==> config.mk <==
export PLATFORM = sky130hd
export DESIGN_NAME = uart_resp_slave
export DESIGN_NICKNAME = d
export VERILOG_FILES = /design/src/rtl/uart_resp_pkg.sv /design/src/rtl/uart_resp_fifo.sv /design/src/rtl/uart_resp_slave.sv
export SDC_FILE = /design/constraint.sdc
export NUM_CORES = 1
export LEC_CHECK = 0
export ABC_CLOCK_PERIOD_IN_PS = 5100
export BUFFER_PORTS_ARGS = -buffer_cell sky130_fd_sc_hd__buf_2
export CORE_UTILIZATION = 65
export DETAILED_ROUTE_END_ITERATION = 12
export PLACE_DENSITY = 0.83
export SYNTH_ARGS = -nofsm -noshare
export SYNTH_HDL_FRONTEND = slang
export SYNTH_SLANG_ARGS = --single-unit
export TNS_END_PERCENT = 10
==> constraint.sdc <==
create_clock -name clk -period 5.1 [get_ports clk]
set_clock_uncertainty 0.15 [all_clocks]
set_input_delay 0.51 -clock clk [delete_from_list [all_inputs] [get_ports clk]]
set_output_delay 0.51 -clock clk [all_outputs]
set_load 0.005 [all_outputs]
==> src/rtl/uart_resp_pkg.sv <==
// Shared types and helpers for the UART responder: FSM state encodings,
// baud counter width and the parity generator used by both framers.
package uart_resp_pkg;

  localparam int CNT_W = 16;

  typedef enum logic [2:0] {R_IDLE, R_START, R_DATA, R_PAR, R_STOP} rx_state_t;
  typedef enum logic [2:0] {T_IDLE, T_START, T_DATA, T_PAR, T_STOP} tx_state_t;

  // Unused upper bits of data must be zero.
  function automatic logic parity_bit(input logic [7:0] data, input logic odd);
    return (^data) ^ odd;
  endfunction

endpackage

==> src/rtl/uart_resp_fifo.sv <==
// Small synchronous FIFO for the echo path. Read data is show-ahead;
// push on full and pop on empty are ignored.
module uart_resp_fifo #(
  parameter int WIDTH = 8,
  parameter int DEPTH = 4
) (
  input  logic                     clk,
  input  logic                     reset_n,
  input  logic                     push_i,
  input  logic [WIDTH-1:0]         wdata_i,
  input  logic                     pop_i,
  output logic [WIDTH-1:0]         rdata_o,
  output logic                     full_o,
  output logic                     empty_o,
  output logic [$clog2(DEPTH):0]   level_o
);

  localparam int AW = $clog2(DEPTH);
  localparam int LW = AW + 1;

  logic [WIDTH-1:0] mem_q [DEPTH];
  logic [AW-1:0]    wr_ptr_q, rd_ptr_q;
  logic [LW-1:0]    count_q;
  logic             do_push, do_pop;

  assign full_o  = (count_q == LW'(DEPTH));
  assign empty_o = (count_q == '0);
  assign do_push = push_i & ~full_o;
  assign do_pop  = pop_i & ~empty_o;

  always_ff @(posedge clk or negedge reset_n) begin
    if (!reset_n) begin
      wr_ptr_q <= '0;
      rd_ptr_q <= '0;
      count_q  <= '0;
    end else begin
      if (do_push) wr_ptr_q <= wr_ptr_q + AW'(1);
      if (do_pop)  rd_ptr_q <= rd_ptr_q + AW'(1);
      count_q <= count_q + LW'(do_push) - LW'(do_pop);
    end
  end

  // Storage needs no reset; occupancy is tracked by count_q.
  always_ff @(posedge clk) begin
    if (do_push) mem_q[wr_ptr_q] <= wdata_i;
  end

  assign rdata_o = mem_q[rd_ptr_q];
  assign level_o = count_q;

endmodule

==> src/rtl/uart_resp_slave.sv <==
// UART responder: receives frames on rx, buffers accepted characters and
// echoes them (XORed with ECHO_XOR) on tx, gated by tx_en.
module uart_resp_slave
  import uart_resp_pkg::*;
#(
  parameter int                   BAUD_DIV   = 16,
  parameter int                   DATA_BITS  = 8,
  parameter int                   PARITY_EN  = 0,
  parameter int                   PARITY_ODD = 0,
  parameter int                   STOP_BITS  = 1,
  parameter int                   FIFO_DEPTH = 4,
  parameter logic [DATA_BITS-1:0] ECHO_XOR   = '0
) (
  input  logic                          clk,
  input  logic                          reset_n,
  input  logic                          rx,
  output logic                          tx,
  input  logic                          tx_en,
  output logic                          rx_valid,
  output logic [DATA_BITS-1:0]          rx_data,
  output logic                          frame_err,
  output logic                          parity_err,
  output logic                          overflow,
  output logic [$clog2(FIFO_DEPTH):0]   fifo_level
);

  localparam logic [CNT_W-1:0] BAUD_RELOAD = CNT_W'(BAUD_DIV - 1);
  localparam logic [CNT_W-1:0] HALF_RELOAD = CNT_W'(BAUD_DIV / 2 - 1);
  localparam logic [2:0]       LAST_BIT    = 3'(DATA_BITS - 1);
  localparam logic             LAST_STOP   = 1'(STOP_BITS - 1);
  localparam logic             ODD         = (PARITY_ODD != 0);

  logic [1:0] rx_sync_q;
  logic       rx_prev_q;
  logic       rx_s, rx_fall;

  always_ff @(posedge clk or negedge reset_n) begin
    if (!reset_n) begin
      rx_sync_q <= 2'b11;
      rx_prev_q <= 1'b1;
    end else begin
      rx_sync_q <= {rx_sync_q[0], rx};
      rx_prev_q <= rx_sync_q[1];
    end
  end

  assign rx_s    = rx_sync_q[1];
  assign rx_fall = rx_prev_q & ~rx_s;

  logic                 fifo_push, fifo_pop, fifo_full, fifo_empty;
  logic [DATA_BITS-1:0] fifo_rdata;

  rx_state_t            rx_state_q, rx_state_d;
  logic [CNT_W-1:0]     rx_cnt_q, rx_cnt_d;
  logic [2:0]           rx_bit_q, rx_bit_d;
  logic [DATA_BITS-1:0] rx_sh_q, rx_sh_d;
  logic                 rx_par_q, rx_par_d;
  logic [DATA_BITS-1:0] rx_data_q, rx_data_d;
  logic                 rx_valid_q, rx_valid_d;
  logic                 frame_err_q, frame_err_d;
  logic                 parity_err_q, parity_err_d;
  logic                 overflow_q, overflow_d;
  logic                 rx_tc;

  always_comb begin
    rx_state_d   = rx_state_q;
    rx_cnt_d     = rx_cnt_q;
    rx_bit_d     = rx_bit_q;
    rx_sh_d      = rx_sh_q;
    rx_par_d     = rx_par_q;
    rx_data_d    = rx_data_q;
    rx_valid_d   = 1'b0;
    frame_err_d  = 1'b0;
    parity_err_d = 1'b0;
    overflow_d   = 1'b0;
    fifo_push    = 1'b0;
    rx_tc        = (rx_cnt_q == '0);
    if (rx_state_q != R_IDLE) rx_cnt_d = rx_tc ? BAUD_RELOAD : rx_cnt_q - CNT_W'(1);
    unique case (rx_state_q)
      R_IDLE: begin
        if (rx_fall) begin
          rx_state_d = R_START;
          rx_cnt_d   = HALF_RELOAD;
        end
      end
      R_START: begin
        if (rx_tc) begin
          rx_state_d = rx_s ? R_IDLE : R_DATA;
          rx_bit_d   = '0;
        end
      end
      R_DATA: begin
        if (rx_tc) begin
          rx_sh_d  = {rx_s, rx_sh_q[DATA_BITS-1:1]};
          rx_bit_d = rx_bit_q + 3'd1;
          if (rx_bit_q == LAST_BIT) rx_state_d = (PARITY_EN != 0) ? R_PAR : R_STOP;
        end
      end
      R_PAR: begin
        if (rx_tc) begin
          rx_par_d   = rx_s;
          rx_state_d = R_STOP;
        end
      end
      R_STOP: begin
        // Back to idle on the sampling edge so a new start can be caught
        // in the second half of the stop bit.
        if (rx_tc) begin
          rx_state_d = R_IDLE;
          if (!rx_s) begin
            frame_err_d = 1'b1;
          end else if ((PARITY_EN != 0) && (rx_par_q != parity_bit(8'(rx_sh_q), ODD))) begin
            parity_err_d = 1'b1;
          end else begin
            rx_valid_d = 1'b1;
            rx_data_d  = rx_sh_q;
            if (fifo_full) overflow_d = 1'b1;
            else           fifo_push  = 1'b1;
          end
        end
      end
      default: rx_state_d = R_IDLE;
    endcase
  end

  always_ff @(posedge clk or negedge reset_n) begin
    if (!reset_n) begin
      rx_state_q   <= R_IDLE;
      rx_cnt_q     <= '0;
      rx_bit_q     <= '0;
      rx_sh_q      <= '0;
      rx_par_q     <= 1'b0;
      rx_data_q    <= '0;
      rx_valid_q   <= 1'b0;
      frame_err_q  <= 1'b0;
      parity_err_q <= 1'b0;
      overflow_q   <= 1'b0;
    end else begin
      rx_state_q   <= rx_state_d;
      rx_cnt_q     <= rx_cnt_d;
      rx_bit_q     <= rx_bit_d;
      rx_sh_q      <= rx_sh_d;
      rx_par_q     <= rx_par_d;
      rx_data_q    <= rx_data_d;
      rx_valid_q   <= rx_valid_d;
      frame_err_q  <= frame_err_d;
      parity_err_q <= parity_err_d;
      overflow_q   <= overflow_d;
    end
  end

  uart_resp_fifo #(
    .WIDTH (DATA_BITS),
    .DEPTH (FIFO_DEPTH)
  ) u_fifo (
    .clk     (clk),
    .reset_n (reset_n),
    .push_i  (fifo_push),
    .wdata_i (rx_sh_q),
    .pop_i   (fifo_pop),
    .rdata_o (fifo_rdata),
    .full_o  (fifo_full),
    .empty_o (fifo_empty),
    .level_o (fifo_level)
  );

  tx_state_t            tx_state_q, tx_state_d;
  logic [CNT_W-1:0]     tx_cnt_q, tx_cnt_d;
  logic [2:0]           tx_bit_q, tx_bit_d;
  logic [DATA_BITS-1:0] tx_sh_q, tx_sh_d;
  logic                 tx_par_q, tx_par_d;
  logic                 tx_stop_q, tx_stop_d;
  logic                 tx_q, tx_d;
  logic                 tx_tc;
  logic [DATA_BITS-1:0] echo_w;

  assign echo_w = fifo_rdata ^ ECHO_XOR;

  always_comb begin
    tx_state_d = tx_state_q;
    tx_cnt_d   = tx_cnt_q;
    tx_bit_d   = tx_bit_q;
    tx_sh_d    = tx_sh_q;
    tx_par_d   = tx_par_q;
    tx_stop_d  = tx_stop_q;
    tx_d       = tx_q;
    fifo_pop   = 1'b0;
    tx_tc      = (tx_cnt_q == '0);
    if (tx_state_q != T_IDLE) tx_cnt_d = tx_tc ? BAUD_RELOAD : tx_cnt_q - CNT_W'(1);
    unique case (tx_state_q)
      T_IDLE: begin
        tx_d = 1'b1;
        if (tx_en && !fifo_empty) begin
          fifo_pop   = 1'b1;
          tx_sh_d    = echo_w;
          tx_par_d   = parity_bit(8'(echo_w), ODD);
          tx_d       = 1'b0;
          tx_cnt_d   = BAUD_RELOAD;
          tx_state_d = T_START;
        end
      end
      T_START: begin
        if (tx_tc) begin
          tx_d       = tx_sh_q[0];
          tx_bit_d   = '0;
          tx_state_d = T_DATA;
        end
      end
      T_DATA: begin
        if (tx_tc) begin
          if (tx_bit_q == LAST_BIT) begin
            if (PARITY_EN != 0) begin
              tx_d       = tx_par_q;
              tx_state_d = T_PAR;
            end else begin
              tx_d       = 1'b1;
              tx_stop_d  = 1'b0;
              tx_state_d = T_STOP;
            end
          end else begin
            tx_d     = tx_sh_q[1];
            tx_sh_d  = tx_sh_q >> 1;
            tx_bit_d = tx_bit_q + 3'd1;
          end
        end
      end
      T_PAR: begin
        if (tx_tc) begin
          tx_d       = 1'b1;
          tx_stop_d  = 1'b0;
          tx_state_d = T_STOP;
        end
      end
      T_STOP: begin
        tx_d = 1'b1;
        if (tx_tc) begin
          if (tx_stop_q == LAST_STOP) tx_state_d = T_IDLE;
          else                        tx_stop_d  = 1'b1;
        end
      end
      default: tx_state_d = T_IDLE;
    endcase
  end

  always_ff @(posedge clk or negedge reset_n) begin
    if (!reset_n) begin
      tx_state_q <= T_IDLE;
      tx_cnt_q   <= '0;
      tx_bit_q   <= '0;
      tx_sh_q    <= '0;
      tx_par_q   <= 1'b0;
      tx_stop_q  <= 1'b0;
      tx_q       <= 1'b1;
    end else begin
      tx_state_q <= tx_state_d;
      tx_cnt_q   <= tx_cnt_d;
      tx_bit_q   <= tx_bit_d;
      tx_sh_q    <= tx_sh_d;
      tx_par_q   <= tx_par_d;
      tx_stop_q  <= tx_stop_d;
      tx_q       <= tx_d;
    end
  end

  assign tx         = tx_q;
  assign rx_valid   = rx_valid_q;
  assign rx_data    = rx_data_q;
  assign frame_err  = frame_err_q;
  assign parity_err = parity_err_q;
  assign overflow   = overflow_q;

endmodule

; Word level (Yosys, flattened, before mapping)
; Memories as Yosys holds them, arrays and structs flattened.
; Cells that the tools add are included.
[classes]
addsub = 8
n_mul = 0
div = 0
order_cmp = 0
eq_ne = 25
shift = 0
n_mux = 64
n_bitwise = 6
reduce_logical = 23
[op_table]
columns = cell, n
row1 = $mux W16, 8
row2 = $mux W3, 17
row3 = $logic_not A16 Y1, 2
row4 = $sub A16 B1 Y16 const B, 2
row5 = $pmux W3 S5, 2
row6 = $mux W1, 28
row7 = $ne A2 B2 Y1 const B, 14
row8 = $mux W8, 3
row9 = $pmux W8 S2, 1
row10 = $eq A3 B3 Y1 const B, 5
row11 = $eq A3 B2 Y1 const B, 4
row12 = $pmux W3 S2, 2
row13 = $reduce_and A4 Y1, 3
row14 = $logic_not A3 Y1, 3
row15 = $reduce_bool A3 Y1, 3
row16 = $reduce_and A7 Y1, 1
row17 = $add A3 B1 Y3 const B, 2
row18 = $eq A3 B1 Y1 const B, 2
row19 = $reduce_and A3 Y1, 2
row20 = $reduce_and A6 Y1, 1
row21 = $reduce_bool A2 Y1, 3
row22 = $pmux W1 S5, 1
row23 = $reduce_and A5 Y1, 1
row24 = $reduce_bool A5 Y1, 1
row25 = other kinds (10), 15
[totals]
ff_bits = 83
latch_bits = 0
ramBits = 32
romBits = 0
in_bits = 4
output_inout_bits = 16
word_cells = 146
n_memories = 1
[memory_table]
columns = memory, depth, width, read_ports, rd_clocked_by_memory_dff, wr, line
row1 = u_fifo.mem_q, 4, 8, 1, 0, 1, uart_resp_fifo.sv:21  ; logic [WIDTH-1:0] mem_q [DEPTH];

; Logic depth before layout (Yosys ltp)
[depth]
ltp_word = 8
depth_mapped = 10
ltp_nobuf = 10

; Modules after synthesis
; Synthesis repeated with hierarchy kept, for this count alone.
[hier_totals]
hier_cells = 447
hier_area_um2 = 5278.8
[by_module_without_submodules]
columns = module, instances, cells_per_inst, area_each_um2, seq_area_each_um2
row1 = uart_resp_slave, 1, 364, 3656.0, 1881.8
row2 = uart_resp_fifo, 1, 83, 1622.8, 1136.1

; Least setup slack after synthesis
; No wires, ideal clock.
[synth_path]
path_kind = register -> register
startpoint = register tx_cnt_q[0]
endpoint = register tx_bit_q[0]
setup_time_ps = 64
arrival_time_ps = 2479
required_ps = 4886
slack_ps = 2408
path_stages_with_launch = 10
path_buffers = 2
period_less_slack_ps = 2692
path_cell_list = dfrtp_1 > inv_1 > ha_1 > or4b_1 > or4_4 > buf_6 > or3_1 > buf_2 > nor3_2 > a21o_1
[synth_via]
elab_chain_cells = 3
[synth_rtl]
columns = element, line
row1 = "start, declared", uart_resp_slave.sv:168  ; logic [CNT_W-1:0] tx_cnt_q, tx_cnt_d;
row2 = "start signal, assigned", uart_resp_slave.sv:256  ; tx_cnt_q <= tx_cnt_d;
row3 = $logic_not A16 Y1 (*), uart_resp_slave.sv:188  ; tx_tc = (tx_cnt_q == '0);
row4 = $ne A2 B2 Y1 (no source line), --
row5 = $reduce_and A4 Y1 (no source line) (*), --
row6 = "end signal, assigned", uart_resp_slave.sv:257  ; tx_bit_q <= tx_bit_d;
row7 = "end, declared", uart_resp_slave.sv:169  ; logic [2:0] tx_bit_q, tx_bit_d;
; Every way passes the cells marked *; elsewhere a longest branch is shown, timed or not.
; A chain may end at the register's enable or synchronous reset.

; Worst setup path in the final report
[layout_path]
startpoint = register rx_cnt_q[4]
endpoint = register u_fifo.count_q[2], in the netlist u_fifo.level_o[2]
[layout_via]
elab_chain_cells = 6
[layout_rtl]
columns = element, line
row1 = "start, declared", uart_resp_slave.sv:54  ; logic [CNT_W-1:0] rx_cnt_q, rx_cnt_d;
row2 = "start signal, assigned", uart_resp_slave.sv:140  ; rx_cnt_q <= rx_cnt_d;
row3 = $logic_not A16 Y1, uart_resp_slave.sv:77  ; rx_tc = (rx_cnt_q == '0);
row4 = $mux W1, uart_resp_slave.sv:108  ; if (rx_tc) begin
row5 = $mux W1, uart_resp_slave.sv:79  ; unique case (rx_state_q)
row6 = $and A1 B1 Y1, uart_resp_fifo.sv:28  ; assign do_push = push_i & ~full_o;
row7 = net u_fifo.do_push, uart_resp_fifo.sv:24  ; logic do_push, do_pop;
row8 = $add A3 B1 Y3, uart_resp_fifo.sv:39  ; count_q <= count_q + LW'(do_push) - LW'(do_pop);
row9 = $sub A3 B1 Y3, uart_resp_fifo.sv:39
row10 = "end signal, assigned", uart_resp_fifo.sv:39
row11 = "end, declared", uart_resp_fifo.sv:23  ; logic [LW-1:0] count_q;
; The timed path passes the listed nets, and every way through them passes these cells.

==> impl_metrics.json <==
{
  "status": "finished, final reports clean",
  "relSlewSlack_pct": 30.5,
  "first_pass_iters": 5,
  "ant_nets": 0,
  "io_buffers": 18,
  "muxShareOfSynthArea_pct": 8.18,
  "synth_area_leaders": "dfrtp_1 (38%), edfxtp_1 (19%), mux2_2 (3.9%)",
  "setup_violations": 0,
  "drc": 0,
  "synth_adder_area_share_pct": 3.53,
  "grt_pass1_vias": 3640,
  "antenna_found_initial": 0,
  "grt_overflow": 0,
  "die_x_um": 91.2,
  "cts_buffer_depth": 2,
  "ys.flop_type": "dfrtp_1",
  "synthSimpleGateAreaFrac_pct": 13.9,
  "start_util_pct": 66.9,
  "tns_ps": 0,
  "synth-async-reset-ratio_pct": 71.9,
  "routedLengthMet1_mm": 4.64,
  "drv_cap": 0,
  "synth_fp_nets": 462,
  "synthXorXnorAreaFrac_pct": 0.847,
  "syn_inst": 444,
  "yosysUniqueCellTypes": 54,
  "globalRouteTotalUtil_pct": 28.7,
  "drt_iter0_markers": 236,
  "synth_compound_area_share_pct": 12.2,
  "num_rows": 32,
  "ys_seq_elements": 114,
  "netlist_area_sq_mm": 0.00517,
  "hold_violations": 0,
  "whs_ps": 15.2,
  "synth_top_area_share_pct": 37.7,
  "cts_setup_buffers": 0,
  "syn2layout_area_growth_pct": 14.5,
  "fin_crit_ps": 3060,
  "drv_slew": 0,
  "clock_sinks": 114,
  "cp-end-kind": "flip-flop",
  "power_per_cell_area_mw_per_mm2": 558,
  "wl_per_cell_um": 18.9,
  "setup_ws_ps": 2040,
  "utilization_pct": 76.7,
  "place_congestion": 0.792,
  "ir_drop_mv": 0.376,
  "grt_pass1_wl_mm": 18.0,
  "cp.arrival_ps": 3350,
  "final_net_count": 482,
  "routed_wirelength_mm": 11.0,
  "required_ps": 5380,
  "tightest_slew_ps": 1040,
  "vias": 3704,
  "worstSkewPairLatency_ps": 520,
  "placed_cells": 546,
  "fill_cells": 445,
  "crit_path_start_kind": "flip-flop",
  "cts_tree": "done",
  "core_area_sq_mm": 0.00773,
  "path_clk_slew_ps": 70,
  "seq_area_frac_synth_pct": 58.4,
  "dpl.hpwl_mm": 6.42,
  "topRoutingLayerUsed": "met4",
  "yosys_warnings": 0,
  "met3_length_um": 566,
  "htreeDepth": 4,
  "synth_area_per_cell_sq_um": 11.6,
  "cp_max_fo": 10,
  "p_leak_uw": 0.00256,
  "synth_edf_count": 32,
  "path_class": "flip-flop to flip-flop",
  "yosysTopAreaCell": "dfrtp_1",
  "grt_max_degree": 83,
  "drive_above_1_share_pct": 18.9,
  "wl_met2_mm": 5.52,
  "insertedDiodeCount": 0,
  "final_cells": 579,
  "root_buffer": "clkbuf_8",
  "fmax_mhz": 327,
  "hold_class": "input pin to async pin",
  "rsz0062_at_grt": "no",
  "fin_crit_sh_pct": 60.0,
  "synth_top_family_by_area": "simple AND/OR/NAND/NOR gates",
  "die_h_um": 91.2,
  "io_pins": 20,
  "cts_made_buffers": 17,
  "die_area_sq_mm": 0.00832,
  "vias_per_cell": 6.40,
  "place_ws_ps": 2080
}
-- repair_timing --
item	4_1_cts	5_1_grt
hold buffers	1	0
gates resized for setup	0	0
endpoints found under the hold margin	1	0
-- layout make-up --
| cell class | instances | area (sq um) | share of cell area [%] |
|---|---|---|---|
| timing repair buffer | 21 | 118 | 1.99 |
| inverter | 16 | 60.1 | 1.01 |
| multi-input combinational | 294 | 2000 | 33.8 |
| tap | 102 | 128 | 2.15 |
| clock inverter | 14 | 156 | 2.64 |
| clock buffer | 18 | 439 | 7.41 |
| sequential | 114 | 3020 | 51.0 |
-- Yosys cell counts, drive strengths merged (2+ instances only) --
cell type  number
mux2           18
a21o            6
or4b            3
a22o            2
mux4            8
nor3           17
clkbuf         15
nand2b          4
xnor2           4
and2            5
o31ai           3
or3             9
or4             5
nor4            5
nor2           33
buf             5
inv            16
and3            4
or2             2
ha             13
dfrtp          78
a21oi          30
mux2i           4
nor2b           6
a22oi           3
o21ai          22
nor4b           2
o22ai           9
dfstp           4
nand3          11
a31oi          22
nand2          29
edfxtp         32
-- logic make-up (layout without fill, tap and decap cells) --
kind of cell	after synthesis	after routing
AOI/OAI and AO/OA	105	105
and+or+nand+nor	139	139
muxes	30	30
xor gates and xnor gates	5	5
buffers and inverters	36	69
DFF	114	114
adders and majority gates	14	14
other	1	1
-- routing by layer --
layer / up-vias / GRT usage (%)
li1: 1689 / -
met1: 1840 / 35.6
met2: 150 / 46.8
met3: 25 / 8.04
met4: 0 / 13.6
met5: - / 0
-- through the flow --
stage          area (sq um)  power [uW]
6_report               5920        3300
4_1_cts                5920        3300
2_1_floorplan          5170        1890
3_3_place_gp           5320        2040
3_5_place_dp           5320        2100
5_1_grt                5920        3470
-- state kept, by name, indices dropped and copies added (netlist names) --
signal,flops
frame_err,1
overflow,1
rx_bit_q,3
rx_cnt_q,16
rx_data,8
rx_prev_q,1
rx_sh_q,8
rx_state_q,3
rx_sync_q,2
rx_valid,1
tx,1
tx_bit_q,3
tx_cnt_q,16
tx_sh_q,8
tx_state_q,3
u_fifo.level_o,3
u_fifo.mem_q,32
u_fifo.rd_ptr_q,2
u_fifo.wr_ptr_q,2
-- report_power, final --
group | leakage [uW] | switching [uW] | total (uW) | internal, uW
clock | 0.000296 | 479 | 1180 | 701
combinational | 0.000960 | 445 | 779 | 334
sequential | 0.00131 | 229 | 1340 | 1120
total | 0.00256 | 1150 | 3300 | 2150
-- worst max-delay path, stage by stage (launching register included) --
cell and delay (ps):
dfrtp_1 440, nor3_1 560, and3_1 320, nand3_1 90, buf_4 210, a21oi_1 410, ha_1 250, fa_1 210
xnor2_1 170, xnor2_1 160
-- final timing paths --
check                                  start                 to  slack (ps)  depth (start not counted)
max in group asynchronous            reset_n        tx_cnt_q[5]        4130                          1
worst max register to register   rx_cnt_q[4]  u_fifo.level_o[2]        2040                          9
worst min register to register  rx_sync_q[0]       rx_sync_q[1]         210                          0
worst min-delay path                 reset_n        tx_bit_q[2]          20                          1
min in group clk                rx_sync_q[0]       rx_sync_q[1]         210                          0
worst max-delay path             rx_cnt_q[4]  u_fifo.level_o[2]        2040                          9
-- placed cells by master (no fill, tap or decap), types with 5 or more instances in the layout --
master | synthesis | layout
a21o_1 | 6 | 6
a21oi_1 | 30 | 30
a31oi_1 | 22 | 22
and2_1 | 5 | 5
buf_2 | 2 | 17
clkbuf_16 | 0 | 17
dfrtp_1 | 78 | 78
edfxtp_1 | 32 | 32
ha_1 | 13 | 13
inv_1 | 16 | 16
inv_6 | 0 | 5
inv_8 | 0 | 5
mux2_2 | 18 | 18
mux4_2 | 8 | 8
nand2_1 | 29 | 29
nand3_1 | 11 | 11
nor2_1 | 33 | 33
nor2b_1 | 6 | 6
nor3_1 | 15 | 15
nor4_1 | 5 | 5
o21ai_0 | 22 | 22
o22ai_1 | 9 | 9
or3_1 | 9 | 9
(Power assumes the default switching activity.)
